**config.mk**
```make
export PLATFORM = sky130hd
export DESIGN_NAME = seq_arith_unit
export DESIGN_NICKNAME = d
export VERILOG_FILES = /design/src/rtl/calc_pkg.sv /design/src/rtl/abs_nbit.sv /design/src/rtl/seq_arith_unit.sv
export SDC_FILE = /design/constraint.sdc
export NUM_CORES = 1
export LEC_CHECK = 0
export ABC_CLOCK_PERIOD_IN_PS = 7410
export CORE_ASPECT_RATIO = 1.5
export CORE_UTILIZATION = 30
export DETAILED_ROUTE_END_ITERATION = 8
export DONT_BUFFER_PORTS = 1
export HOLD_SLACK_MARGIN = 0.15
export SETUP_SLACK_MARGIN = 0.5
export SLEW_MARGIN = 20
export SYNTH_ARGS = -nofsm -noshare
export SYNTH_HDL_FRONTEND = slang
export SYNTH_SLANG_ARGS = --single-unit
```
**constraint.sdc**
```tcl
create_clock -name CLK -period 7.41 [get_ports CLK]
set_input_delay 0.3705 -clock CLK [delete_from_list [all_inputs] [get_ports CLK]]
set_output_delay 0.3705 -clock CLK [all_outputs]
set_load 0.02 [all_outputs]
```
**src/rtl/calc_pkg.sv**
```systemverilog
// calc_pkg: shared widths, opcode and state types for the sequential arithmetic unit.
package calc_pkg;
    localparam int CALC_N  = 8;
    localparam int CALC_RW = 2 * CALC_N;
    localparam int CALC_CW = $clog2(CALC_N);
    typedef enum logic [1:0] {OP_ADD, OP_SUB, OP_MUL, OP_DIV} op_t;
    typedef enum logic [1:0] {IDLE, CALC, DONE} state_t;
endpackage

```
**src/rtl/abs_nbit.sv**
```systemverilog
// abs_nbit: two's-complement magnitude and sign; the most negative value maps to 2^(N-1) unsigned.
module abs_nbit #(
    parameter int N = 8
) (
    input  logic [N-1:0] i_x,
    output logic [N-1:0] o_mag,
    output logic         o_sign
);
    assign o_sign = i_x[N-1];
    assign o_mag  = o_sign ? -i_x : i_x;
endmodule

```
**src/rtl/seq_arith_unit.sv**
```systemverilog
// seq_arith_unit: multi-cycle signed add/sub/mul/div on N-bit operands, RW-bit sign-extended result.
module seq_arith_unit
    import calc_pkg::*;
(
    input  logic                CLK,
    input  logic                CLR_N,
    input  logic                Start,
    input  logic [1:0]          Op,
    input  logic [CALC_N-1:0]   A,
    input  logic [CALC_N-1:0]   B,
    output logic [CALC_RW-1:0]  Result,
    output logic                Done,
    output logic                Busy,
    output logic                DivZero
);
    localparam int N  = CALC_N;
    localparam int RW = CALC_RW;
    localparam int CW = CALC_CW;

    state_t          r_state;
    op_t             r_op;
    logic [N-1:0]    r_a, r_b, r_q, r_rem;
    logic [CW-1:0]   r_cnt;
    logic [RW-1:0]   r_prod, r_res;
    logic            r_done, r_busy, r_dz;

    logic [N-1:0]    w_mag_a, w_mag_b, w_q_in, w_q_nx, w_rem_nx;
    logic            w_sa, w_sb, w_neg, w_last, w_dz, w_fin, w_ge;
    logic [N:0]      w_rem_sh, w_diff;
    logic [RW-1:0]   w_pp, w_quo, w_sum, w_res;

    abs_nbit #(.N(N)) u_abs_a (.i_x(r_a), .o_mag(w_mag_a), .o_sign(w_sa));
    abs_nbit #(.N(N)) u_abs_b (.i_x(r_b), .o_mag(w_mag_b), .o_sign(w_sb));

    assign w_neg  = w_sa ^ w_sb;
    assign w_last = r_cnt == CW'(N - 1);
    assign w_dz   = (r_op == OP_DIV) && (r_b == '0);
    assign w_fin  = (r_op == OP_ADD) || (r_op == OP_SUB) || w_dz || w_last;
    assign w_sum  = (r_op == OP_SUB) ? {{(RW-N){r_a[N-1]}}, r_a} - {{(RW-N){r_b[N-1]}}, r_b}
                                     : {{(RW-N){r_a[N-1]}}, r_a} + {{(RW-N){r_b[N-1]}}, r_b};
    assign w_pp   = r_prod + (w_mag_b[r_cnt] ? ({{(RW-N){1'b0}}, w_mag_a} << r_cnt) : '0);

    // Dividend magnitude is taken straight from the operand on the first iteration.
    assign w_q_in   = (r_cnt == '0) ? w_mag_a : r_q;
    assign w_rem_sh = {r_rem, w_q_in[N-1]};
    assign w_diff   = w_rem_sh - {1'b0, w_mag_b};
    assign w_ge     = !w_diff[N];
    assign w_q_nx   = {w_q_in[N-2:0], w_ge};
    assign w_rem_nx = w_ge ? w_diff[N-1:0] : w_rem_sh[N-1:0];
    assign w_quo    = {{(RW-N){1'b0}}, w_q_nx};

    assign w_res = (r_op == OP_MUL) ? (w_neg ? -w_pp : w_pp)
                 : (r_op == OP_DIV) ? (w_dz ? '0 : w_neg ? -w_quo : w_quo)
                 : w_sum;

    always_ff @(posedge CLK or negedge CLR_N) begin
        if (!CLR_N) begin
            r_state <= IDLE;
            r_op    <= OP_ADD;
            r_a     <= '0;
            r_b     <= '0;
            r_q     <= '0;
            r_rem   <= '0;
            r_cnt   <= '0;
            r_prod  <= '0;
            r_res   <= '0;
            r_done  <= 1'b0;
            r_busy  <= 1'b0;
            r_dz    <= 1'b0;
        end else begin
            case (r_state)
                IDLE: if (Start) begin
                    r_state <= CALC;
                    r_busy  <= 1'b1;
                    r_dz    <= 1'b0;
                    r_op    <= op_t'(Op);
                    r_a     <= A;
                    r_b     <= B;
                    r_cnt   <= '0;
                    r_prod  <= '0;
                    r_rem   <= '0;
                end
                CALC: begin
                    r_cnt  <= r_cnt + CW'(1);
                    r_prod <= w_pp;
                    r_q    <= w_q_nx;
                    r_rem  <= w_rem_nx;
                    if (w_fin) begin
                        r_state <= DONE;
                        r_res   <= w_res;
                        r_done  <= 1'b1;
                        r_dz    <= w_dz;
                    end
                end
                DONE: begin
                    r_state <= IDLE;
                    r_done  <= 1'b0;
                    r_busy  <= 1'b0;
                end
                default: r_state <= IDLE;
            endcase
        end
    end

    assign Result  = r_res;
    assign Done    = r_done;
    assign Busy    = r_busy;
    assign DivZero = r_dz;
endmodule

```
-- After elaboration in Yosys (flattened, before gate mapping)
Index checks and enable logic that the tools add are counted.
- eq/ne operators: 8
- multiplexer cells: 29
- shift-type cells: 1
- bitwise operators: 1
- order comparisons: 1
- $add $sub $neg: 9
- reduce and logical (&&, ||, !) cells: 19
- operators with widths (kind ; count):
    16-bit 2-to-1 mux ; 8
    8-bit 2-to-1 mux ; 5
    16-bit case mux with 2 select lines ; 1
    16-bit adder ; 1
    16-bit negation ; 1
    8-bit negation with 16-bit output ; 1
    8-bit negation ; 2
    8-bit case mux with 2 select lines ; 1
    8-bit by 3-bit left shift with 16-bit output ; 1
    2-bit AND reduction ; 6
    8-bit by 8-bit adder with 9-bit output ; 1
    8-bit by 8-bit subtractor with 9-bit output ; 1
    9-bit by 8-bit subtractor with 9-bit output ; 1
    8-bit logical NOT ; 1
    2-bit equality test (second input constant) ; 3
    1-bit case mux with 2 select lines ; 3
    3-bit case mux with 2 select lines ; 1
    2-bit nonzero test ; 3
    1-bit 2-to-1 mux ; 5
    2-bit by 1-bit equality test with 1-bit output (second input constant) ; 2
    2-bit logical NOT ; 2
    3-bit by 4-bit less-than comparator with 1-bit output (second input constant) ; 1
    2-bit 2-to-1 mux ; 2
    2-bit != test (second input constant) ; 2
    11 further kinds ; 13
- input bits: 21
- flip-flop bits (word level): 74
- output and inout port bits: 19
- word-level logic and storage cells: 80

-- Depth between registers and ports, before layout
Gate-level depths: netlist of run 1.
- depth in word-level cells: 10
- mapped depth: 23

-- Modules after synthesis
Synthesis of run 1 repeated with hierarchy kept, for this count alone.
- cell total of the unflattened synthesis: 731
- area, all modules: 6077.1 um^2
- modules (own cells, without submodules) (module ; cells an instance ; area each (um^2) ; sequential area each (um^2) ; instances):
    seq_arith_unit ; 687 ; 5769.3 ; 1851.8 ; 1
    abs_nbit ; 22 ; 153.9 ; 0.0 ; 2

-- Worst setup path before layout of run 1
No wires, ideal clock.
- path kind: register -> register
- from: reg r_b[2]
- to: reg r_res[14] (netlist: Result[14])
- arrival time: 5.086 ns
- setup slack: 2.198 ns
- data required time: 7.284 ns
- setup time: 0.126 ns
- buffers on the path: 2
- cell stages (with the launch flop): 22
- period minus slack after synthesis: 5.212 ns
- cells stage by stage: dfrtp_1 or3_1 or3_1 nor3_1 ha_1 inv_1 mux4_2 nand2b_1 and2_0 clkbuf_1 a211oi_1 ha_1 buf_4 a21o_4 a221oi_1 xnor2_1 and4_1 nand3_1 nor2_1 nand4_1 mux2_1 o32a_1
- cells in the longest elaborated chain, start to end: 9
- elaborated cells between the ends (all ways): 23
- those cells by class: add/sub: 7; mux: 10; reduce/logical: 6
- RTL lines (element ; RTL line ; RTL):
    start, declared ; seq_arith_unit.sv:22 ; logic [N-1:0] r_a, r_b, r_q, r_rem;
    start signal, assigned ; seq_arith_unit.sv:61 ; r_b <= '0;
    start signal, assigned ; seq_arith_unit.sv:78 ; r_b <= B;
    8-bit negation ; abs_nbit.sv:10 ; assign o_mag = o_sign ? -i_x : i_x;
    8-bit 2-to-1 mux ; abs_nbit.sv:10 ;
    1-bit binary-select mux with 3-bit select / 9-bit by 8-bit subtractor with 9-bit output (equally long branches) ; seq_arith_unit.sv:41, seq_arith_unit.sv:46 ;
    1-bit 2-to-1 mux (not written as such) / 1-bit logical NOT (equally long branches) ; seq_arith_unit.sv:41, seq_arith_unit.sv:47 ;
    16-bit 2-to-1 mux / 8-bit negation with 16-bit output (equally long branches) ; seq_arith_unit.sv:41, seq_arith_unit.sv:53 ;
    16-bit adder / 16-bit 2-to-1 mux (equally long branches) ; seq_arith_unit.sv:41, seq_arith_unit.sv:53 ;
    16-bit negation / 16-bit 2-to-1 mux (equally long branches) ; seq_arith_unit.sv:52, seq_arith_unit.sv:53 ;
    16-bit 2-to-1 mux (on tied branches) ; seq_arith_unit.sv:52, seq_arith_unit.sv:53 ;
    16-bit 2-to-1 mux ; seq_arith_unit.sv:52 ; assign w_res = (r_op == OP_MUL) ? (w_neg ? -w_pp : w_pp)
    end signal, assigned ; seq_arith_unit.sv:90 ; r_res <= w_res;
    end, declared ; seq_arith_unit.sv:24 ; logic [RW-1:0] r_prod, r_res;
Several ways; a longest one is shown, not always the timed one. The select of a mux whose other input is x is not followed.
A chain may end at the register's enable or synchronous reset.

-- Worst setup path after layout of run 1
Same ends and word-level chain as after synthesis.

==> metrics.md, run 1 <==
| Metric | Value |
|---|---|
| Worst skew pair latency | 0.35 ns |
| Wire length per cell | 17.5 µm |
| Row Count | 63 |
| Crit path kind | register to register |
| Die Wd | 119 µm |
| Post-synth top area cell | dfrtp_1 |
| Syn Inst Count | 751 |
| Worst setup SP type | register |
| Post-Route WL | 17.7 mm |
| Worst reg2reg path depth | 19 |
| Crit-path max cell delay | 0.45 ns |
| Net Count, Synth | 815 |
| Hpwl dp | 13.5 mm |
| Vias in the first global route | 5361 |
| Max Root-Sink Buffers | 2 |
| Total number of vias | 5439 |
| Layout cell share with drive strength beyond 1 | 0.0613 |
| Post-Syn Area | 6130 µm² |
| Ys async rst share | 1.00 |
| #FFs+latches synth | 74 |
| Tot GR Track Use | 0.173 |
| Worst-margin pin slew | 1.06 ns |
| Initial DRC Count | 287 |
| Core ar. | 19900 µm² |
| Mapped Avg Cell Area | 8.16 µm² |
| Worst Skew | 0.00937 ns |
| Die Ht | 177 µm |
| Yosys top cell area share | 0.302 |
| Final setup viols | 0 |
| Crit-path max FO | 7 |
| Worst hold path type | input pin to register |
| Max-cap violation count | 0 |
| Largest net degree at the start of global routing | 75 |
| H-tree depth | 3 |
| Worst-path cell chain | or3_1 > or3_1 > nor3_1 > ha_1 > inv_1 > mux4_2 > nand2b_1 > and2_0 > a211oi_1 > ha_1 > a21o_4 > a22oi_2 > a2bb2oi_2 > mux2i_1 > a21oi_1 > o2bb2ai_1 > nand4_1 > mux2_1 > o32a_1 |
| Critical Path RT | 7.64 ns |
| Clock slew at reported path FFs | 0.06 ns |
| Residual DRC | 0 |
| Post-synth cell types | 72 |
| Slew Viols, Final | 0 |
| Most instantiated cells after synthesis | 106 x nand2_1, 74 x dfrtp_1, 73 x o21ai_0, 70 x nor2_1, 40 x ha_1 |
| Hold path depth | 2 |
| Top Ports | 40 |
| Filler Cell Count | 2137 |
| Synth Flop Type | dfrtp_1 |
| F_max | 170 MHz |
| Pre-Repair DR Iteration Count | 6 |
| CTS tree | built |
| Die ar. | 21000 µm² |
| RSZ-0062 raised after global routing | false |
| Synthesis Warnings | 0 |
| Crit share post-route | 0.792 |
| Final number of hold-violating endpoints | 0 |
| CTS Sinks | 74 |
| Data arrival, critical path | 6.10 ns |
| Worst hold slack | 0.144 ns |
| CTS Root Cell | clkbuf_16 |
| TNS Setup | 0 ns |
| Status | finished, final reports clean |
| DR vias/cell | 5.39 |
| Min Tclk post-route | 5.87 ns |
| Starting Density | 0.309 |
| CTS buffer count | 9 |
| P&R area growth vs syn | 11.6% |
| EDFF count, synth | 0 |
| Sequential area share after synthesis | 0.302 |
| IO Port Bufs | 0 |
| Antenna viol nets, final | 0 |
| Gr ovfl total | 0 |
| Initial antenna violation count | 0 |
| Crit-path slowest cell | dfrtp_1 |
| Top-count cell post-synth | nand2_1 |
| Worst slew margin | 0.294 |
| Register area | 1850 µm² |
| Inserted Diodes | 0 |
| Crit. End Element | register |
| First-pass GRT wire length | 28.5 mm |
| GP Congestion | 0.890 |
| Final #Nets | 809 |
| Area contributors post-synth | dfrtp_1 30%, ha_1 8.2%, nand2_1 6.5%, o21ai_0 6.0%, nor2_1 4.3% |
| Multi-input logic area | 4040 µm² |
[flip-flops by register name, summed over array words and instances (netlist names)]
signal	count
r_rem	8
DivZero	1
Busy	1
r_a	8
r_prod	16
r_q	8
r_cnt	3
Result	16
r_op	2
Done	1
r_state	2
r_b	8
[metal layers]
layer | global-route usage | up-vias | part of all wire
met3 | 0.0203 | 35 | 0.029
met1 | 0.192 | 2614 | 0.40
li1 | - | 2683 | -
met5 | 0 | - | 0
met4 | 0.0791 | 0 | 0.036
met2 | 0.327 | 107 | 0.54
[cell type report]
class	count	area share
flip-flops and latches	74	0.271
well taps	260	0.0476
repair buffers	19	0.0289
clock buffers	10	0.0335
inverters	29	0.0159
multi-input cells	612	0.590
clock inverters	6	0.0132
[cell families (layout without fill, tap and decap cells)]
| group | count (synthesis) | after routing | synth area share |
|---|---|---|---|
| AND/OR/NAND/NOR | 282 | 282 | 0.212 |
| adder cells (fa/ha/maj) | 43 | 43 | 0.0914 |
| XOR/XNOR | 54 | 54 | 0.0784 |
| buffers and inverters | 65 | 64 | 0.0406 |
| multiplexers | 23 | 23 | 0.0449 |
| flip-flops | 74 | 74 | 0.302 |
| AO/OA/AOI/OAI | 210 | 210 | 0.231 |
[through the flow]
step | worst slack [ns] | utilization | instance area [µm²] | instances
global route | 1.16 | 0.344 | 6840 | 1010
global placement | 1.61 | 0.320 | 6350 | 979
CTS | 1.55 | 0.344 | 6840 | 1010
detailed placement | 1.57 | 0.320 | 6350 | 979
finish | 1.54 | 0.344 | 6840 | 1010
floorplan | 2.20 | - | 6130 | 751
[repair_timing]
item / in CTS / in global routing
hold buffers: 15 / 0
setup buffers: 0 / 0
endpoints found under the hold margin: 87 / 0
resized for setup: 0 / 0
setup endpoints to repair: 0 / 0
[worst max-delay path, delay by kind of cell (launching register included)]
family / cells / cell delay [ns]
flops: 1 / 0.45
mux: 3 / 1.02
simple gates: 6 / 1.71
fa+ha+maj: 2 / 0.59
compound gates: 7 / 1.91
buf+inv: 1 / 0.08
[placed cells by master (no fill, tap or decap), drive strengths merged, types with 14 or more instances in the layout]
master | netlist | final
nor2 | 70 | 70
a31oi | 16 | 16
nor3 | 15 | 15
a21oi | 36 | 36
dfrtp | 74 | 74
dlygate4sd3 | 0 | 14
o21ai | 75 | 75
xnor2 | 29 | 29
xor2 | 25 | 25
mux2i | 14 | 14
nand3 | 29 | 29
ha | 40 | 40
inv | 27 | 28
nand2 | 106 | 106
[final timing paths]
| check | start | end | slack, ns |
|---|---|---|---|
| worst max-delay path | r_b[2]$_DFFE_PN0P_ | Result[14]$_DFFE_PN0P_ | 1.54 |
| worst min-delay path | B[4] | r_b[4]$_DFFE_PN0P_ | 0.14 |
| worst max register to register | r_b[2]$_DFFE_PN0P_ | Result[14]$_DFFE_PN0P_ | 1.54 |
| worst min register to register | r_q[1]$_DFFE_PN0P_ | r_q[1]$_DFFE_PN0P_ | 0.50 |
| max in group asynchronous | CLR_N | Done$_DFFE_PN0P_ | 6.52 |
| min in group asynchronous | CLR_N | Result[11]$_DFFE_PN0P_ | 0.57 |
Power of run 1 is left out: the tool's default activity adds up to more than one toggle a clock period on the data nets, which glitch-free logic cannot reach.
==> inputs of run 2 (changes only) <==
--- a/config.mk
+++ b/config.mk
@@ -5,7 +5,7 @@
 export SDC_FILE = /design/constraint.sdc
 export NUM_CORES = 1
 export LEC_CHECK = 0
-export ABC_CLOCK_PERIOD_IN_PS = 7410
+export ABC_CLOCK_PERIOD_IN_PS = 6100
 export CORE_ASPECT_RATIO = 1.5
 export CORE_UTILIZATION = 30
 export DETAILED_ROUTE_END_ITERATION = 8
==> constraint.sdc (replaced) <==
create_clock -name CLK -period 6.1 [get_ports CLK]
set_input_delay 0.305 -clock CLK [delete_from_list [all_inputs] [get_ports CLK]]
set_output_delay 0.305 -clock CLK [all_outputs]
set_load 0.02 [all_outputs]
==> metrics.md, run 2 (synthesis results as in run 1) <==
| Metric | Value |
|---|---|
| Crit-path max FO | 7 (unchanged) |
| Placed inst area | 6400 µm² (+0.71%) |
| Hpwl dp | 13.4 mm (-0.96%) |
| Data arrival, critical path | 5.64 ns (-0.46 ns) |
| Vias in the first global route | 5385 (+0.45%) |
| Die Wd | 119 µm (unchanged) |
| Largest net degree at the start of global routing | 75 (unchanged) |
| CTS buffer count | 9 (unchanged) |
| Slew Viols, Final | 0 (unchanged) |
| P&R area growth vs syn | 14.1% |
| Starting Density | 0.309 (unchanged) |
| Worst setup SP type | register |
| Inserted Diodes | 0 (unchanged) |
| Final Instance Count excl. Fillers | 1025 (+1.5%) |
| Status | finished, final reports clean |
| Max Root-Sink Buffers | 2 (unchanged) |
| Die ar. | 21000 µm² (unchanged) |
| Initial DRC Count | 341 (+19%) |
| Worst-margin pin slew | 1.06 ns (+0.00535 ns) |
| Worst skew pair latency | 0.34 ns (about the same) |
| Final instance area | 6990 µm² (+2.2%) |
| Min Tclk post-route | 5.41 ns (-0.456 ns) |
| Worst Skew | 0.00845 ns (-0.000914 ns) |
| Die Ht | 177 µm (unchanged) |
| F_max | 185 MHz (+8.4%) |
| Row Count | 63 (unchanged) |
| Max-cap violation count | 0 (unchanged) |
| Most common cell after layout, fill and taps aside | nand2_1 |
| Top Ports | 40 (unchanged) |
| Placed instance count | 985 (+0.61%) |
| Crit path kind | register to register |
| Post-Route WL | 17.7 mm (+0.16%) |
| RSZ-0062 raised after global routing | false |
| Clock slew at reported path FFs | 0.07 ns (about the same) |
| Final #Nets | 824 (+1.9%) |
| Pre-Repair DR Iteration Count | 7 (+1) |
| Total number of vias | 5595 (+2.9%) |
| Worst slew margin | 0.291 (-0.00357) |
| GP Congestion | 0.919 (+3.3%) |
| Antenna viol nets, final | 0 (unchanged) |
| Core ar. | 19900 µm² (unchanged) |
| Initial antenna violation count | 0 (unchanged) |
| Crit. End Element | register |
| TNS Setup | 0 ns (unchanged) |
| CTS tree | built |
| Final number of hold-violating endpoints | 0 (unchanged) |
| Gr ovfl total | 0 (unchanged) |
| Wire length per cell | 17.3 µm (-1.3%) |
| Critical Path RT | 6.33 ns (-1.31 ns) |
| CTS Sinks | 74 (unchanged) |
| Residual DRC | 0 (unchanged) |
| CTS Root Cell | clkbuf_16 |
| Layout cell share with drive strength beyond 1 | 0.0824 (+0.0210) |
| H-tree depth | 3 (unchanged) |
| IO Port Bufs | 0 (unchanged) |
| DR vias/cell | 5.46 (+1.4%) |
| First-pass GRT wire length | 28.1 mm (-1.4%) |
| Final setup viols | 0 (unchanged) |
| Tot GR Track Use | 0.170 (-0.00289) |
| Worst hold path type | input pin to register |
| Crit share post-route | 0.887 (+0.0953) |
| Commonest cells after routing, fill and taps aside | 106 x nand2_1, 73 x dfrtp_1, 72 x o21ai_0 |
[run 2: layout make-up]
type                       count  area, µm²
inverter                      29        109
sequential                    74       1850
tap                          260        325
multi-input combinational    612       4070
clock inverter                 5       60.1
timing repair buffer          34        325
fill                        2086      12900
clock buffer                  11        253
[run 2: final timing paths]
kind,from,to,slack (ns),cells past startpoint
setup / recovery,r_b[2]$_DFFE_PN0P_,Result[14]$_DFFE_PN0P_,0.69,19
hold / removal,Start,r_state[0]$_DFFE_PN0P_,0.43,3
setup reg to reg,r_b[2]$_DFFE_PN0P_,Result[14]$_DFFE_PN0P_,0.69,19
hold reg to reg,r_q[4]$_DFFE_PN0P_,r_q[4]$_DFFE_PN0P_,0.48,2
max in group asynchronous,CLR_N,r_cnt[0]$_DFFE_PN0P_,5.25,2
min in group asynchronous,CLR_N,Result[14]$_DFFE_PN0P_,0.51,2
[run 2: stage by stage]
step	utilization	setup slack, ns	hold slack, ns
after global routing	0.352	0.438	0.488
final	0.352	0.688	0.435
after floorplan	-	0.888	0.00941
after CTS	0.349	0.521	0.444
after global placement	0.322	0.618	0.0125
after detailed placement	0.322	0.530	0.0121
[run 2: metal layers]
metal | wire (µm) | global-route usage
met1 | 7010 | 0.184
met3 | 578 | 0.0197
met2 | 9230 | 0.317
met4 | 917 | 0.102
met5 | 0 | 0
[run 2: repair_timing]
| item | in CTS | in global routing |
|---|---|---|
| setup endpoints to repair | 0 | 5 |
| hold endpoints to repair | 93 | 0 |
| hold buffers | 21 | 0 |
| resized for setup | 0 | 10 |
| buffers inserted | 0 | 3 |
[run 2: worst max-delay path: stages (launching register included)]
cell and delay (ns):
dfrtp_2 0.45, or3_1 0.42, or3_1 0.36, nor3_1 0.15, ha_1 0.20, inv_1 0.07, mux4_2 0.46, nand2b_1 0.22
and2_4 0.24, a211oi_2 0.22, ha_2 0.36, a211o_1 0.30, a211o_1 0.27, o211ai_1 0.21, and4_1 0.29, nand3_1 0.13
nor2_1 0.18, nand4_1 0.12, mux2_1 0.33, o32a_1 0.32
Power of run 2 is left out for the same reason.
==> inputs of run 3 (changes only) <==
--- a/config.mk
+++ b/config.mk
@@ -11,6 +11,7 @@
 export DETAILED_ROUTE_END_ITERATION = 8
 export DONT_BUFFER_PORTS = 1
 export HOLD_SLACK_MARGIN = 0.15
+export RECOVER_POWER = 100
 export SETUP_SLACK_MARGIN = 0.5
 export SLEW_MARGIN = 20
 export SYNTH_ARGS = -nofsm -noshare
==> metrics.md, run 3 (synthesis results as in run 1) <==
| Metric | Value |
|---|---|
| Worst-margin pin slew | 4.13 ns (+3.07 ns) |
| Data arrival, critical path | 5.74 ns (+0.10 ns) |
| Die Wd | 119 µm (unchanged) |
| Worst Skew | 0.00798 ns (-0.000471 ns) |
| Crit share post-route | 0.904 (+0.0164) |
| Worst hold path type | register to register |
| IO Port Bufs | 0 (unchanged) |
| Hold path depth | 2 (-1) |
| Crit path kind | register to register |
| Die Ht | 177 µm (unchanged) |
| Worst skew pair latency | 0.34 ns (about the same) |
| P&R area growth vs syn | 12.8% |
| Layout cell share with drive strength beyond 1 | 0.0654 (-0.0170) |
| Crit path buffers/inverters | 1 (unchanged) |
| Worst slew margin | -1.76 (-2.05) |
| Min Tclk post-route | 5.51 ns (+0.0998 ns) |
| GP Congestion | 0.919 (unchanged) |
| Clock slew at reported path FFs | 0.06 ns (about the same) |
| RSZ-0062 raised after global routing | false |
| Reg-to-reg endpoint | Result[14]$_DFFE_PN0P_ |
| Gr ovfl total | 0 (unchanged) |
| Row Count | 63 (unchanged) |
| Crit-path max FO | 7 (unchanged) |
| Final number of hold-violating endpoints | 0 (unchanged) |
| Crit-path slowest cell | nor3b_1 |
| Most common cell after layout, fill and taps aside | nand2_1 |
| Inserted Diodes | 0 (unchanged) |
| Hold Crit Start | r_q[3]$_DFFE_PN0P_ |
| Initial antenna violation count | 0 (unchanged) |
| Pre-Repair DR Iteration Count | 5 (-2) |
| Crit-path max cell delay | 0.55 ns (+0.09 ns) |
| Core ar. | 19900 µm² (unchanged) |
| Worst path top cell family by delay | compound AO/OA/AOI/OAI gates |
| Die ar. | 21000 µm² (unchanged) |
| Worst r2r src | r_b[0]$_DFFE_PN0P_ |
| Wire length per cell | 17.3 µm (about the same) |
| Max-cap violation count | 2 (+2) |
| PnR worst setup slack | 0.589 ns (-0.0998 ns) |
| Top Ports | 40 (unchanged) |
| Worst reg2reg path depth | 20 (+1) |
| Max Root-Sink Buffers | 2 (unchanged) |
| DR vias/cell | 5.46 (about the same) |
| H-tree depth | 3 (unchanged) |
| Worst setup SP type | register |
| Worst-path cell chain | inv_1 > ha_1 > nor3b_1 > nand2_1 > nand2_1 > xor2_1 > mux4_2 > nand2b_1 > and2_4 > a211oi_2 > ha_1 > a21o_1 > a211oi_4 > o21a_4 > o21ai_2 > a221oi_4 > xor2_2 > nand4_1 > mux2_1 > o32a_1 |
| Pre-CTS worst setup slack | 0.530 ns (unchanged) |
| Slew Viols, Final | 105 (+105) |
| Post-Route WL | 17.7 mm (about the same) |
| F_max | 181 MHz (-1.8%) |
| Critical Path RT | 6.33 ns (about the same) |
| Hpwl dp | 13.4 mm (unchanged) |
| TNS Setup | 0 ns (unchanged) |
| Hold EP | r_q[3]$_DFFE_PN0P_ |
| Antenna viol nets, final | 0 (unchanged) |
| Status | finished, violations left |
| Final setup viols | 0 (unchanged) |
| Residual DRC | 0 (unchanged) |
| Largest net degree at the start of global routing | 75 (unchanged) |
| CTS tree | built |
| CTS buffer count | 9 (unchanged) |
| Crit. End Element | register |
| Initial DRC Count | 307 (-10%) |
| Tot GR Track Use | 0.170 (unchanged) |
| CTS Root Cell | clkbuf_16 |
| Starting Density | 0.309 (unchanged) |
| Final #Nets | 824 (unchanged) |
| R2R setup slack | 0.59 ns (-0.10 ns) |
| First-pass GRT wire length | 28.1 mm (unchanged) |
| Failing checks | max-capacitance violations, max-slew violations |
| CTS Sinks | 74 (unchanged) |
| Commonest cells after routing, fill and taps aside | 106 x nand2_1, 73 x dfrtp_1, 72 x o21ai_0 |
| Vias in the first global route | 5385 (unchanged) |
| Total number of vias | 5599 (+0.071%) |
[run 3: cell types whose count changed in the layout (fill, tap and decap cells not counted), sizes merged]
cell / delta
buf: -9
clkbuf: +9
[run 3: layout make-up]
class | count | area (µm²)
clock buffers | 11 | 253
clock inverters | 5 | 60.1
fillers | 2102 | 12900
inverters | 29 | 109
multi-input cells | 612 | 4040
flip-flops and latches | 74 | 1850
well taps | 260 | 325
repair buffers | 34 | 279
[run 3: stage by stage]
stage	util	hold slack (ns)	instances	cell area, µm²
floorplan	-	0.00941	751	6130
detailed placement	0.322	0.0121	985	6400
CTS	0.349	0.444	1022	6940
finish	0.348	0.487	1025	6910
global placement	0.322	0.0125	985	6400
global route	0.348	0.521	1025	6910
[run 3: worst max-delay path by stage]
stage	start	end	slack, ns	cells past startpoint
final	r_b[0]$_DFFE_PN0P_	Result[14]$_DFFE_PN0P_	0.59	20
after floorplan	r_b[2]$_DFFE_PN0P_	Result[14]$_DFFE_PN0P_	0.89	21
after global placement	r_b[2]$_DFFE_PN0P_	Result[14]$_DFFE_PN0P_	0.62	19
after global routing	r_b[0]$_DFFE_PN0P_	Result[14]$_DFFE_PN0P_	0.27	20
after CTS	r_b[2]$_DFFE_PN0P_	Result[14]$_DFFE_PN0P_	0.52	19
after detailed placement	r_b[2]$_DFFE_PN0P_	Result[14]$_DFFE_PN0P_	0.53	19
[run 3: routing by layer]
metal	routed length, µm	track usage	vias to the layer above
li1	-	-	2709
met1	6920	0.184	2671
met2	9230	0.317	157
met3	646	0.0197	62
met4	941	0.102	0
met5	0	0	-
[run 3: worst register-to-register path, cell delays in order (launching register included)]
cell and delay (ns):
dfrtp_1 0.41, inv_1 0.12, ha_1 0.21, nor3b_1 0.55, nand2_1 0.17, nand2_1 0.12
xor2_1 0.12, mux4_2 0.48, nand2b_1 0.22, and2_4 0.24, a211oi_2 0.22, ha_1 0.34
a21o_1 0.30, a211oi_4 0.29, o21a_4 0.20, o21ai_2 0.08, a221oi_4 0.29, xor2_2 0.26
nand4_1 0.14, mux2_1 0.33, o32a_1 0.32
[run 3: what timing repair did]
item                                    CTS  global route
endpoints found under the setup margin    0             5
resized for setup                         0            10
hold endpoints to repair                 93             0
hold buffers                             21             0
setup buffers                             0             3
Power of run 3 is left out for the same reason.
